<file path="config.mk">
export PLATFORM = sky130hd
export DESIGN_NAME = lane_serializer
export DESIGN_NICKNAME = d
export VERILOG_FILES = /design/src/rtl/lane_serializer_pkg.sv /design/src/rtl/lane_serializer_sym_fifo.sv /design/src/rtl/lane_serializer.sv
export SDC_FILE = /design/constraint.sdc
export NUM_CORES = 1
export LEC_CHECK = 0
export ABC_AREA = 1
export BUFFER_PORTS_ARGS = -buffer_cell sky130_fd_sc_hd__buf_2
export CAP_MARGIN = 10
export CORE_MARGIN = 2
export CORE_UTILIZATION = 43
export CTS_BUF_LIST = sky130_fd_sc_hd__clkbuf_4 sky130_fd_sc_hd__clkbuf_8
export CTS_CLUSTER_DIAMETER = 150
export DETAILED_ROUTE_END_ITERATION = 10
export PLACE_DENSITY = 0.61
export SLEW_MARGIN = 20
export SYNTH_ARGS = -nofsm -noshare
export SYNTH_HDL_FRONTEND = slang
export SYNTH_SLANG_ARGS = --single-unit
</file>
<file path="constraint.sdc">
create_clock -name clk -period 5.05 [get_ports clk]
set_input_delay 0.7575 -clock clk [delete_from_list [all_inputs] [get_ports clk]]
set_output_delay 0.7575 -clock clk [all_outputs]
set_load 0.02 [all_outputs]
</file>
<file path="src/rtl/lane_serializer_pkg.sv">
// lane_serializer_pkg: Aurora TX symbol types, serializer constants and PRBS7 step helper
package lane_serializer_pkg;
  localparam int MAX_LINKS = 4;
  localparam int ENCODED_DATA_SIZE = 10;
  localparam int SER_FIFO_DEPTH = 4;
  localparam int PRBS_W = 7;
  typedef logic [ENCODED_DATA_SIZE-1:0] symbol_t;
  typedef symbol_t [MAX_LINKS-1:0] bonded_sym_t;
  localparam symbol_t K28_5_RDN = 10'h17C;
  localparam logic [PRBS_W-1:0] PRBS_SEED = 7'h7F;
  function automatic logic [PRBS_W-1:0] prbs7_next(input logic [PRBS_W-1:0] s);
    return {s[5:0], s[6] ^ s[5]};
  endfunction
endpackage

</file>
<file path="src/rtl/lane_serializer_sym_fifo.sv">
// sym_fifo: synchronous FIFO with occupancy output and no read bypass
module sym_fifo #(
  parameter int WIDTH = 40,
  parameter int DEPTH = 4
) (
  input  logic                   clk,
  input  logic                   rst,
  input  logic                   push,
  input  logic [WIDTH-1:0]       wdata,
  input  logic                   pop,
  output logic [WIDTH-1:0]       rdata,
  output logic [$clog2(DEPTH):0] level
);
  localparam int AW = $clog2(DEPTH);
  localparam int LW = AW + 1;
  localparam logic [LW-1:0] FULL = LW'(DEPTH);
  logic [WIDTH-1:0] mem_q [DEPTH];
  logic [WIDTH-1:0] mem_d [DEPTH];
  logic [AW-1:0] wr_ptr_q, wr_ptr_d, rd_ptr_q, rd_ptr_d;
  logic [LW-1:0] level_q, level_d;
  logic do_push, do_pop;
  always_comb begin
    do_push = push && level_q != FULL;
    do_pop = pop && level_q != '0;
    mem_d = mem_q;
    if (do_push) mem_d[wr_ptr_q] = wdata;
    wr_ptr_d = wr_ptr_q + AW'(do_push);
    rd_ptr_d = rd_ptr_q + AW'(do_pop);
    level_d = level_q + LW'(do_push) - LW'(do_pop);
  end
  always_ff @(posedge clk) begin
    if (rst) begin
      wr_ptr_q <= '0;
      rd_ptr_q <= '0;
      level_q <= '0;
    end else begin
      wr_ptr_q <= wr_ptr_d;
      rd_ptr_q <= rd_ptr_d;
      level_q <= level_d;
    end
    mem_q <= mem_d;
  end
  assign rdata = mem_q[rd_ptr_q];
  assign level = level_q;
endmodule

</file>
<file path="src/rtl/lane_serializer.sv">
// lane_serializer: buffers bonded symbols and shifts each lane out LSB first; LANE_SERIALIZER_PRBS_EN adds a PRBS7 load mode
module lane_serializer
  import lane_serializer_pkg::*;
#(
  parameter int LANES = MAX_LINKS,
  parameter int SYM_W = ENCODED_DATA_SIZE,
  parameter int FIFO_DEPTH = SER_FIFO_DEPTH
) (
  input  logic                          clk,
  input  logic                          rst,
  input  logic [LANES-1:0][SYM_W-1:0]   sym_in,
  input  logic                          sym_valid,
  output logic                          sym_ready,
  input  logic [LANES-1:0]              lane_en,
  input  logic [SYM_W-1:0]              idle_sym,
`ifdef LANE_SERIALIZER_PRBS_EN
  input  logic                          prbs_mode,
`endif
  output logic [LANES-1:0]              serial_out,
  output logic                          sym_strobe,
  output logic [$clog2(FIFO_DEPTH):0]   fifo_level,
  output logic [15:0]                   underrun_cnt
);
  localparam int CW = $clog2(SYM_W);
  localparam int LW = $clog2(FIFO_DEPTH) + 1;
  localparam logic [CW-1:0] LAST = CW'(SYM_W - 1);
  localparam logic [LW-1:0] FULL = LW'(FIFO_DEPTH);
  logic [LANES-1:0][SYM_W-1:0] shreg_q, shreg_d, load_val, fifo_rdata, prbs_sym;
  logic [CW-1:0] bit_cnt_q, bit_cnt_d;
  logic [LANES-1:0] serial_q, serial_d;
  logic strobe_q, strobe_d, started_q, started_d;
  logic [15:0] underrun_q, underrun_d;
  logic load, push, pop, empty, prbs_load;
  sym_fifo #(.WIDTH(LANES * SYM_W), .DEPTH(FIFO_DEPTH)) u_fifo (
    .clk(clk),
    .rst(rst),
    .push(push),
    .wdata(sym_in),
    .pop(pop),
    .rdata(fifo_rdata),
    .level(fifo_level)
  );
`ifdef LANE_SERIALIZER_PRBS_EN
  logic [LANES-1:0][PRBS_W-1:0] lfsr_q, lfsr_d;
  assign prbs_load = load && prbs_mode;
  always_comb begin
    lfsr_d = lfsr_q;
    prbs_sym = '0;
    for (int l = 0; l < LANES; l++) begin
      for (int b = 0; b < SYM_W; b++) begin
        lfsr_d[l] = prbs7_next(lfsr_d[l]);
        prbs_sym[l][b] = lfsr_d[l][0];
      end
    end
    if (!prbs_load) lfsr_d = lfsr_q;
  end
  always_ff @(posedge clk) begin
    if (rst) lfsr_q <= {LANES{PRBS_SEED}};
    else lfsr_q <= lfsr_d;
  end
`else
  assign prbs_load = 1'b0;
  assign prbs_sym = '0;
`endif
  assign load = bit_cnt_q == LAST;
  assign empty = fifo_level == '0;
  assign sym_ready = !rst && fifo_level != FULL;
  assign push = sym_valid && sym_ready;
  assign pop = load && !empty && !prbs_load;
  always_comb begin
    load_val = prbs_load ? prbs_sym : empty ? {LANES{idle_sym}} : fifo_rdata;
    bit_cnt_d = load ? '0 : bit_cnt_q + CW'(1);
    shreg_d = shreg_q;
    serial_d = '0;
    for (int l = 0; l < LANES; l++) begin
      shreg_d[l] = load ? load_val[l] : shreg_q[l] >> 1;
      serial_d[l] = shreg_d[l][0] & lane_en[l];
    end
    strobe_d = load;
    started_d = started_q | pop;
    underrun_d = underrun_q + 16'(load && empty && !prbs_load && started_q && underrun_q != 16'hFFFF);
  end
  always_ff @(posedge clk) begin
    if (rst) begin
      shreg_q <= '0;
      bit_cnt_q <= LAST;
      serial_q <= '0;
      strobe_q <= 1'b0;
      started_q <= 1'b0;
      underrun_q <= '0;
    end else begin
      shreg_q <= shreg_d;
      bit_cnt_q <= bit_cnt_d;
      serial_q <= serial_d;
      strobe_q <= strobe_d;
      started_q <= started_d;
      underrun_q <= underrun_d;
    end
  end
  assign serial_out = serial_q;
  assign sym_strobe = strobe_q;
  assign underrun_cnt = underrun_q;
endmodule

</file>
==> out/results.txt <==
CTS resizes: 0
Clk sinks: 229
Yosys warns: 0
Remaining DRCs: 0
Worst r2r dst: underrun_cnt[10]
Initial antenna violation count: 1
Register-to-Register Setup Slack: 2.22 ns
Unrepaired setup endpoints after global routing: false
Die area: 22,500 sq um
Root Buffer: clkbuf_8
Overall Global Routing Usage: 17.7%
NetSw: 1.71 mW
I/O Pins: 82
Vias per cell: 4.81
H-tree Lvls: 2
Top_reg_cell synth: edfxtp_1
Final Hold Vio Count: 0
Max-Slew Margin vs Limit: 38.9%
Final period utilization: 56.0%
Post-Layout Inst Area: 10,500 sq um
Core box area: 21,000 sq um
Critical path launch point type: register
CP required: 5.47 ns
Final core utilization: 50.2%
Skew final: 0.0253 ns
Longest Clk Path Bufs: 3
Worst Setup SP: u_fifo.level[1]
Clk_lat worst skew: 0.52 ns
Share of layout cells above drive strength 1: 16.8%
# hold bufs at CTS: 0
Total Power: 5.26 mW
Via count: 6,176
Fmax: 354 MHz
Post-Syn Area per Cell: 10.3 sq um
FP Rows: 53
Initial Utilization: 43.7%
Wire per inst: 15.2 um
CTS tree: done
P_leak: 4.34 nW
Pwr dens: 500 nW/um^2
Sw frac: 32.5%
Worst Setup End Kind: register
Max Cap Viol: 0
Detail Route Antenna Nets: 0
Share of flip-flops with an asynchronous set or reset: 0%
Post-Synthesis Cells: 892
Peak supply drop: 0.295 mV
Worst-margin pin slew: 0.917 ns
Worst-case reg-to-reg path depth: 12
Reg-to-Reg Start: u_fifo.level[1]
Flop pwr share: 43.0%
Worst Hold Class: reg2reg
Status: finished, final reports clean
Synthesized cell area: 9150 sq um
Post-synth cell types: 29
Max-slew violations: 0
DP Area: 9720 sq um
Post-synthesis sequential area ratio: 67.6%
Port Buffers: 81
DRT Wirelength: 19,500 um
Global-route wire length before repair: 30,600 um
Final worst slack: 2.22 ns
Placer Congestion: 0.746
Global route overflow: 0
Yosys reg bits: 229
Placement Setup Slack: 2.15 ns
Largest net degree at the start of global routing: 82
Logic pwr share: 25.0%
WP data arrival: 3.24 ns
Vias in the first global route: 5,865
TNS Setup: 0 ns
DR pass1 iterations: 5
# diodes: 0
CP Capture Point: underrun_cnt[10]
Clock buffer count from CTS: 38
Nets: 1,047
Die Span Y: 150 um
Post-synth net total: 959
Crit-path max FO: 38
Clock Power Share: 32.0%
Area Overhead vs Synth: 14.9%
Number of DRC markers after the initial detailed-route iteration: 401
Fin crit period: 2.83 ns
Pint: 3.55 mW
Finish-stage setup viols: 0
Postcts setup bufs: 0
Number of synthesized flops with an enable pin: 160
Die W: 150 um
Reg clk slew, reported paths: 0.06 ns
HPWL after DPL: 11,300 um
Critical path class: reg2reg
==> flip-flops by register name, summed over array words and instances, names as in the netlist <==
signal	flops
serial_out	4
shreg_q	36
u_fifo.mem_q	160
u_fifo.level	3
u_fifo.wr_ptr_q	2
bit_cnt_q	4
underrun_cnt	16
u_fifo.rd_ptr_q	2
sym_strobe	1
started_q	1
==> final cells by class <==
| type | count | area [sq um] |
|---|---|---|
| repair buffers | 88 | 458 |
| clock inverters | 13 | 108 |
| flip-flops and latches | 229 | 6190 |
| fillers | 1930 | 10400 |
| inverters | 48 | 183 |
| clock buffers | 55 | 688 |
| well taps | 275 | 344 |
| multi-input cells | 575 | 2550 |
==> power by group through the flow <==
stage / Clock (mW) / Combinational, mW / Sequential (mW)
2_1_floorplan: 0 / 1.02 / 2.32
3_3_place_gp: 0 / 1.33 / 2.30
3_5_place_dp: 0 / 1.34 / 2.30
4_1_cts: 1.71 / 1.35 / 2.26
5_1_grt: 1.79 / 1.51 / 2.28
6_report: 1.68 / 1.32 / 2.26
==> layout by cell type (no fill, tap or decap) <==
cell,instances
a21oi_1,17
a21oi_2,1
and3_1,1
buf_2,81
buf_4,7
bufinv_16,2
clkbuf_4,11
clkbuf_8,44
clkinv_1,6
clkinv_2,5
dfxtp_1,68
dfxtp_2,1
edfxtp_1,160
fa_1,1
ha_1,9
inv_1,40
inv_2,7
inv_4,1
nand2_1,351
nand2_2,1
nand3_1,110
nand3b_1,1
nand4_1,4
nor2_1,46
nor2_2,2
nor2_4,2
nor3_1,1
nor3_2,4
o21a_1,2
o21ai_0,9
o21ai_1,4
o21bai_1,1
xnor2_1,6
xor2_1,2
==> logic make-up (layout without fill, tap and decap cells) <==
logic type	after synthesis	count (layout)	share of synthesized area (%)
AO/OA/AOI/OAI	34	34	1.98
flip-flops	229	229	67.6
XOR/XNOR	8	8	0.766
buffers and inverters	88	204	4.76
AND/OR/NAND/NOR	523	523	23.4
adder cells (fa/ha/maj)	10	10	1.45
==> metrics by stage <==
stage	hold WS, ns	cells
floorplan	0.403	892
global placement	0.405	1215
detailed placement	0.410	1215
CTS	0.417	1283
global route	0.431	1283
finish	0.407	1283
==> critical path, stage by stage, from the launching register on <==
cell	delay (ns)
dfxtp_1	0.37
nor2_4	0.16
nand2_2	0.50
inv_2	0.42
nand3_1	0.12
nor2_1	0.14
ha_1	0.20
ha_1	0.15
nand3_1	0.07
nor2_1	0.27
nand2_1	0.11
o21ai_0	0.16
nor2_1	0.05
==> synth_stat cells (4+ instances only) <==
master    instances  area (sq um)
edfxtp_1        160          4800
buf_2            25           125
a21oi_1          17          85.1
xnor2_1           6          52.6
buf_6             5          56.3
nor3_1            5          25.0
o21ai_0           9          45.0
ha_1              9           113
inv_2             7          26.3
nor2_1           46           173
nand4_1           4          25.0
buf_4             9          67.6
nand3_1         110           551
o21ai_1           4          20.0
nand2_1         351          1320
dfxtp_1          69          1380
inv_1            40           150
==> worst min path at each step <==
stage                startpoint     endpoint  slack (ns)  cells past startpoint
floorplan           shreg_q[12]  shreg_q[11]        0.40                      2
global placement    shreg_q[33]  shreg_q[32]        0.41                      2
detailed placement  shreg_q[39]  shreg_q[38]        0.41                      2
CTS                 shreg_q[22]  shreg_q[21]        0.42                      2
global route        shreg_q[12]  shreg_q[11]        0.43                      2
finish              shreg_q[12]  shreg_q[11]        0.41                      2
==> per-layer routing <==
| layer | vias to the layer above | track usage, % | share of wire [%] |
|---|---|---|---|
| met3 | 28 | 3.14 | 4.6 |
| met2 | 134 | 30.8 | 50 |
| met5 | - | 0 | 0.067 |
| met4 | 2 | 5.61 | 1.7 |
| li1 | 3132 | - | - |
| met1 | 2880 | 22.4 | 44 |
(Power assumes the default switching activity.)
